==> src/rtl/hazard_stall_ctrl.sv <==
// Hazard and stall controller for the 5-stage pipeline: load-use interlock, branch squash,
// and I/D cache-line fill sequencing over the shared main-memory port (D-cache first).
module hazard_stall_ctrl #(
  parameter int unsigned FILL_WORDS = 8
) (
  input  logic                          clk,
  input  logic                          rst,
  input  logic [3:0]                    IF_ID_SrcReg1,
  input  logic [3:0]                    IF_ID_SrcReg2,
  input  logic                          ID_uses_Src1,
  input  logic                          ID_uses_Src2,
  input  logic                          ID_is_SW,
  input  logic                          ID_EX_MemRead,
  input  logic [3:0]                    ID_EX_reg_rd,
  input  logic                          ID_Branch_taken,
  input  logic                          I_miss,
  input  logic                          D_miss,
  input  logic                          mem_data_valid,
  output logic                          PC_stall,
  output logic                          IF_ID_stall,
  output logic                          IF_ID_flush,
  output logic                          ID_EX_stall,
  output logic                          EX_MEM_stall,
  output logic                          ID_EX_flush,
  output logic                          MEM_WB_flush,
  output logic                          mem_req,
  output logic                          mem_sel_D,
  output logic [$clog2(FILL_WORDS)-1:0] fill_idx,
  output logic                          fill_we,
  output logic                          fill_done,
  output logic [15:0]                   stall_cycles
);

  localparam int unsigned IdxW = $clog2(FILL_WORDS);
  localparam logic [IdxW-1:0] LastIdx = IdxW'(FILL_WORDS - 1);

  typedef enum logic [1:0] {StIdle, StDFill, StIFill} state_e;

  state_e            state_q, state_d;
  logic [IdxW-1:0]   cnt_q, cnt_d;
  logic [15:0]       stall_q, stall_d;
  logic              dfreeze, ifreeze, load_use;

  always_ff @(posedge clk) begin
    if (rst) begin
      state_q <= StIdle;
      cnt_q   <= '0;
      stall_q <= '0;
    end else begin
      state_q <= state_d;
      cnt_q   <= cnt_d;
      stall_q <= stall_d;
    end
  end

  // Counter is held at zero in idle, so each fill starts at word 0; the last beat wraps it.
  always_comb begin
    state_d = state_q;
    cnt_d   = cnt_q;
    unique case (state_q)
      StIdle: begin
        cnt_d = '0;
        if (D_miss) begin
          state_d = StDFill;
        end else if (I_miss) begin
          state_d = StIFill;
        end
      end
      StDFill, StIFill: begin
        if (mem_data_valid) begin
          cnt_d = cnt_q + 1'b1;
          if (cnt_q == LastIdx) begin
            state_d = StIdle;
          end
        end
      end
      default: state_d = StIdle;
    endcase
  end

  always_comb begin
    mem_req   = (state_q != StIdle);
    mem_sel_D = (state_q == StDFill);
    fill_idx  = cnt_q;
    fill_we   = mem_req && mem_data_valid;
    fill_done = fill_we && (cnt_q == LastIdx);
  end

  // SW store data is covered by MEM-to-MEM forwarding, so only its base register interlocks.
  always_comb begin
    dfreeze  = D_miss || (state_q == StDFill);
    ifreeze  = I_miss || (state_q == StIFill);
    load_use = ID_EX_MemRead && (ID_EX_reg_rd != 4'd0) &&
               (((IF_ID_SrcReg1 == ID_EX_reg_rd) && ID_uses_Src1) ||
                ((IF_ID_SrcReg2 == ID_EX_reg_rd) && ID_uses_Src2 && !ID_is_SW));
  end

  always_comb begin
    PC_stall     = 1'b0;
    IF_ID_stall  = 1'b0;
    IF_ID_flush  = 1'b0;
    ID_EX_stall  = 1'b0;
    EX_MEM_stall = 1'b0;
    ID_EX_flush  = 1'b0;
    MEM_WB_flush = 1'b0;
    if (dfreeze) begin
      PC_stall     = 1'b1;
      IF_ID_stall  = 1'b1;
      ID_EX_stall  = 1'b1;
      EX_MEM_stall = 1'b1;
      MEM_WB_flush = 1'b1;
    end else if (load_use) begin
      PC_stall    = 1'b1;
      IF_ID_stall = 1'b1;
      ID_EX_flush = 1'b1;
    end else if (ifreeze) begin
      PC_stall    = 1'b1;
      IF_ID_flush = 1'b1;
    end else if (ID_Branch_taken) begin
      IF_ID_flush = 1'b1;
    end
  end

  always_comb begin
    stall_d = stall_q;
    if (PC_stall && (stall_q != 16'hFFFF)) begin
      stall_d = stall_q + 16'd1;
    end
  end

  assign stall_cycles = stall_q;

endmodule

==> config.mk <==
export PLATFORM = sky130hd
export DESIGN_NAME = hazard_stall_ctrl
export DESIGN_NICKNAME = d
export VERILOG_FILES = /design/src/rtl/hazard_stall_ctrl.sv
export SDC_FILE = /design/constraint.sdc
export NUM_CORES = 1
export LEC_CHECK = 0
export ABC_AREA = 1
export CAP_MARGIN = 30
export CORE_MARGIN = 2
export CORE_UTILIZATION = 50
export CTS_BUF_LIST = sky130_fd_sc_hd__clkbuf_2 sky130_fd_sc_hd__clkbuf_4 sky130_fd_sc_hd__clkbuf_8
export DETAILED_ROUTE_END_ITERATION = 12
export DONT_BUFFER_PORTS = 1
export PLACE_DENSITY = 0.74
export SLEW_MARGIN = 20
export SYNTH_ARGS = -nofsm -noshare
export SYNTH_HDL_FRONTEND = slang
export SYNTH_SLANG_ARGS = --single-unit
==> constraint.sdc <==
create_clock -name clk -period 1.9 [get_ports clk]
set_input_delay 0.475 -clock clk [delete_from_list [all_inputs] [get_ports clk]]
set_output_delay 0.475 -clock clk [all_outputs]
set_load 0.02 [all_outputs]
# --- Yosys cells after proc, flatten, opt, wreduce, memory -nomap -nowiden ---
# Index checks and enable logic that the tools add are counted.
totals:
  word_cells: 51
  input_bits: 22
  output_inout_bits: 30
  reg_bits: 21
classes:
  eq_ne: 9
  muxes: 18
  n_reduce_logical: 19
  add_sub_neg: 2
op_table:
  columns: ["cell", "n"]
  rows:
  - ["$add 16x1->16 const B", 1]
  - ["$ne 16x16->1 const B", 1]
  - ["$mux 1", 11]
  - ["$eq 4x4->1", 2]
  - ["$logic_and 1x1->1", 8]
  - ["$mux 2", 4]
  - ["$pmux 3 s2", 1]
  - ["$ne 2x2->1 const B", 2]
  - ["$pmux 2 s2", 1]
  - ["$reduce_bool 2->1", 2]
  - ["$reduce_bool 4->1", 1]
  - ["$add 3x1->3 const B", 1]
  - ["$eq 3x3->1 const B", 1]
  - ["$logic_or 1x1->1", 3]
  - ["$mux 3", 1]
  - ["$ne 3x3->1 const B", 1]
  - ["$reduce_and 3->1", 1]
  - ["$eq 2x1->1 const B", 1]
  - ["$eq 2x2->1 const B", 1]
  - ["$logic_not 2->1", 1]
  - ["$reduce_and 2->1", 1]
  - ["$reduce_or 2->1", 1]
  - ["$logic_not 1->1", 1]

# --- Longest topological paths before layout ---
depth:
  depth_word: 8
  depth_mapped: 12
  mapped_depth_nobuf: 12

# --- Least setup slack after synthesis ---
# OpenSTA, ideal clock, no wires.
synth_path:
  kind: "input to output"
  start: "input port ID_EX_reg_rd[0]"
  end: "output port IF_ID_flush"
  slack_ns: 0.056
  path_stages: 9
  t_arrival_ns: 1.369
  t_required_ns: 1.425
  path_buffers: 0
  path_cell_list: "inv_1 nand2_1 nand2_1 nor2_1 nand3_1 nand2_1 nand2_1 nand2_1 nor2_1"
synth_between:
  elab_chain_cells: 7
  elab_cells_between_ends: 11
synth_rtl:
  columns: ["element", "line", "rtl"]
  rows:
  - ["start: declaration", "14", "input logic [3:0] ID_EX_reg_rd,"]
  - ["$eq 4x4->1", "95", "((IF_ID_SrcReg2 == ID_EX_reg_rd) && ID_uses_Src2 && !ID_is_SW));"]
  - ["$logic_and 1x1->1 (2 in a row)", "95", null]
  - ["$logic_or 1x1->1", "94", "(((IF_ID_SrcReg1 == ID_EX_reg_rd) && ID_uses_Src1) ||"]
  - ["$logic_and 1x1->1 *", "93", "load_use = ID_EX_MemRead && (ID_EX_reg_rd != 4'd0) &&"]
  - ["$mux 1 *", "112", "end else if (load_use) begin"]
  - ["$mux 1 *", "106", "if (dfreeze) begin"]
  - ["end: declaration", "21", "output logic IF_ID_flush,"]
# Mark *: on every way between the ends. The rest lies on a longest branch, timed or not.

# --- Worst setup path after layout ---
layout_path:
  start: "register state_q[0]"
  end: "output port PC_stall"
layout_between:
  elab_chain_cells: 5
  elab_cells_between_ends: 7
layout_rtl:
  columns: ["element", "line", "rtl"]
  rows:
  - ["start: declaration", "39", "state_e state_q, state_d;"]
  - ["start signal: assignment", "46", "state_q <= StIdle;"]
  - ["start signal: assignment", "50", "state_q <= state_d;"]
  - ["$eq 2x2->1", "92", "ifreeze = I_miss || (state_q == StIFill);"]
  - ["$logic_or 1x1->1", "92", null]
  - ["$mux 1", "116", "end else if (ifreeze) begin"]
  - ["$mux 1", "112", null]
  - ["$mux 1 *", "106", null]
  - ["end: declaration", "19", "output logic PC_stall,"]
# Marked as above.

==> metrics.csv <==
stage,metric,value,unit
run_status,status,completed,
critical_path,critPathRequiredTime,1.42,ns
critical_path,crit_cells,4,
timing,finalCritPeriodShare,96.3,%
yosys,ys_async_sr_fraction,0,%
global_routing,track_usage,18.5,%
floorplanning,std_cell_rows,19,
yosys,yosysWarnings,0,
critical_path,crit_path_top_delay_cell,dfxtp_4,
critical_path,path_class,flop to output port,
critical_path,slowest_delay,0.39,ns
job,maxCapViolCount,0,
place,place.port_buffers,0,
critical_path,crit_chain,inv_1 > ha_1 > nor2_1 > nand3_4,
critical_path,worstReg2RegStart,stall_cycles[0],
timing,worst_slack,0.0695,ns
yosys,syn_area,1400,sq um
yosys,synth_compound_area_share,10.0,%
place,dp_cells,277,
clock_network,clkLatencyLatePin,0.30,ns
critical_path,cp_top_family,simple AND/OR/NAND/NOR gates,
floorplanning,dieArea,3230,sq um
yosys,synth_cell_type_count,24,
drt,num_vias,1397,
drt,ant_nets,0,
critical_path,startpoint,state_q[0],
yosys,synthMuxAreaShare,0,%
critical_path,critPathMaxFanout,8,
critical_path,reg2reg_slack,0.17,ns
place,place_congestion,0.814,
yosys,synth_seq_cells,21,
yosys,synth_edf_count,0,
finish,drive_above_1_share,18.8,%
global_routing,globalRouteOverflowTotal,0,
power_and_ir_drop,power.total,1.35,mW
yosys,synth_cells,225,
finish,final_nets,279,
timing,slew_headroom,69.2,%
finish,diodes,0,
drt,drtIter0Drc,50,
yosys,synth_nets,253,
yosys,synth_top_family_by_area,simple AND/OR/NAND/NOR gates,
critical_path,reg2regPathDepth,9,
critical_path,timing.critical_path.buf_inv,1,
global_routing,grt_pass1_vias,1257,
timing,fin_worst_skew,0.00866,ns
power_and_ir_drop,power_density,802,nW/um^2
critical_path,arrival,1.36,ns
finish,final_area,1680,sq um
finish,area_delta_synth_final,20.3,%
clock_network,post_cts.repair.setup_buffers,0,
timing,tightest_slew,0.459,ns
finish,final_cells,281,
clock_network,root_buffer,clkbuf_4,
place,post-place-ws,0.123,ns
yosys,yosys.area_share.simple,41.3,%
yosys,synth_xor_area_share,0.627,%
floorplanning,io_pins,52,
global_routing,antenna_found_initial,0,
min_path,hold_class,primary input to flop,
critical_path,crit_path_start_kind,flop,
timing,finalSetupViolCount,0,
floorplanning,die_x,56.8,microns
place,hpwl,2280,microns
yosys,seq_area_frac_synth,30.1,%
floorplanning,die_h,56.8,microns
clock_network,cts.path.max_buffers,2,
clock_network,clkTransAtPathRegs,0.12,ns
clock_network,cts_buffers,3,
timing,finalHoldViolations,0,
timing,rsz0062_at_grt,true,
floorplanning,initial_core_util,51.5,%
timing,final.min_clock_period,1.83,ns
finish,final_util,62.0,%
clock_network,htreeDepth,1,
timing,clock.fmax,546,MHz
power_and_ir_drop,peakVddDrop,0.548,mV
global_routing,grt_pass1_wl,4910,microns
power_and_ir_drop,p_leak,0.872,nW
critical_path,crit_path_end,PC_stall,
drt,dr.pass1.iters,4,
clock_network,numClockSinks,21,
yosys,synthFlopType,dfxtp_1,
global_routing,grt_max_degree,20,
drt,wl_per_cell,10.4,microns
floorplanning,coreArea,2710,sq um
yosys,avgSynthCellArea,6.21,sq um
place,placed_area,1600,sq um
yosys,synthAdderAreaFrac,5.38,%
critical_path,reg2reg_to,stall_cycles[4],
drt,finalWirelength,2930,microns
drt,drcViolationCount,0,
finish,nFillCells,265,
min_path,min_from,rst,
clock_network,cts_tree,done,
timing,slew_violations,0,
drt,via_per_inst,4.97,
critical_path,endpoint_kind,output port,
## state kept, by name, indices dropped and copies added (netlist names)
signal and cells:
state_q 2, stall_cycles 16, fill_idx 3
## power breakdown
part           internal (mW)  switching [mW]
combinational          0.218           0.378
sequential             0.487          0.0298
clock                 0.0960           0.139
## cells by family after synthesis
family / count (synthesis)
AO/OA/AOI/OAI: 27
XOR/XNOR: 1
adder cells (fa/ha/maj): 6
buffers and inverters: 39
flip-flops: 21
AND/OR/NAND/NOR: 131
## cell usage in the layout (no fill, tap or decap)
cell type   n
nand3_1    23
o31ai_1     1
nor3_2      1
buf_12      1
nand3_4     1
nand4_4     1
dfxtp_1    19
nor4_2      1
nor2_1     37
nand3b_1    2
nand4_1     2
clkinv_1    1
dfxtp_2     1
inv_2       4
inv_1      27
ha_1        5
nor3_4      1
buf_4      27
clkbuf_4    4
xnor2_1     1
a21oi_1    21
nor2_4      1
nand2_1    58
o21a_1      1
nand2_2     2
o21ai_0     4
ha_4        1
dfxtp_4     1
nor3_1      1
## worst min-delay path by stage
stage / to / depth (start not counted) / slack [ns]
final: state_q[0] / 1 / 0.22
after global routing: state_q[0] / 1 / 0.21
after CTS: fill_idx[1] / 1 / 0.22
after detailed placement: state_q[0] / 2 / 0.48
after global placement: state_q[0] / 2 / 0.47
after floorplan: state_q[0] / 2 / 0.45
## cell type report
| class | instances | area [sq um] | share of cell area [%] |
|---|---|---|---|
| clock buffers | 4 | 30.0 | 1.79 |
| inverters | 32 | 120 | 7.15 |
| multi-input cells | 165 | 842 | 50.1 |
| flip-flops and latches | 21 | 425 | 25.3 |
| well taps | 31 | 38.8 | 2.31 |
| repair buffers | 28 | 223 | 13.3 |
## per-stage QoR
stage,TNS (ns),hold slack [ns]
floorplan,0,0.451
global placement,0,0.466
detailed placement,0,0.482
CTS,0,0.217
global route,-0.0291,0.205
finish,0,0.222
## repair_timing
action / CTS / global route
hold endpoints to repair: 0 / 0
resized for setup: 1 / 10
setup endpoints to repair: 3 / 9
pin swaps: 0 / 2
hold buffers: 0 / 0
## layer usage
layer	GRT usage, %	wire length, microns
met1	22.6	1320
met2	32.7	1370
met3	5.53	220
met4	2.99	13
met5	0	0
## synth_stat cells, types with 2 or more instances
library cell	number	share of area, %
nand4_1	2	0.90
a21oi_1	21	7.5
o21ai_0	4	1.4
nand3_1	23	8.2
nand3b_1	2	1.1
buf_6	2	1.6
dfxtp_1	21	30
inv_2	3	0.81
buf_2	2	0.72
buf_4	3	1.6
nand2_1	58	16
nor2_1	38	10
nor3_1	2	0.72
inv_1	28	7.5
ha_1	6	5.4
nand2_2	2	0.90
Note: power is estimated with default switching activity, not from simulation.
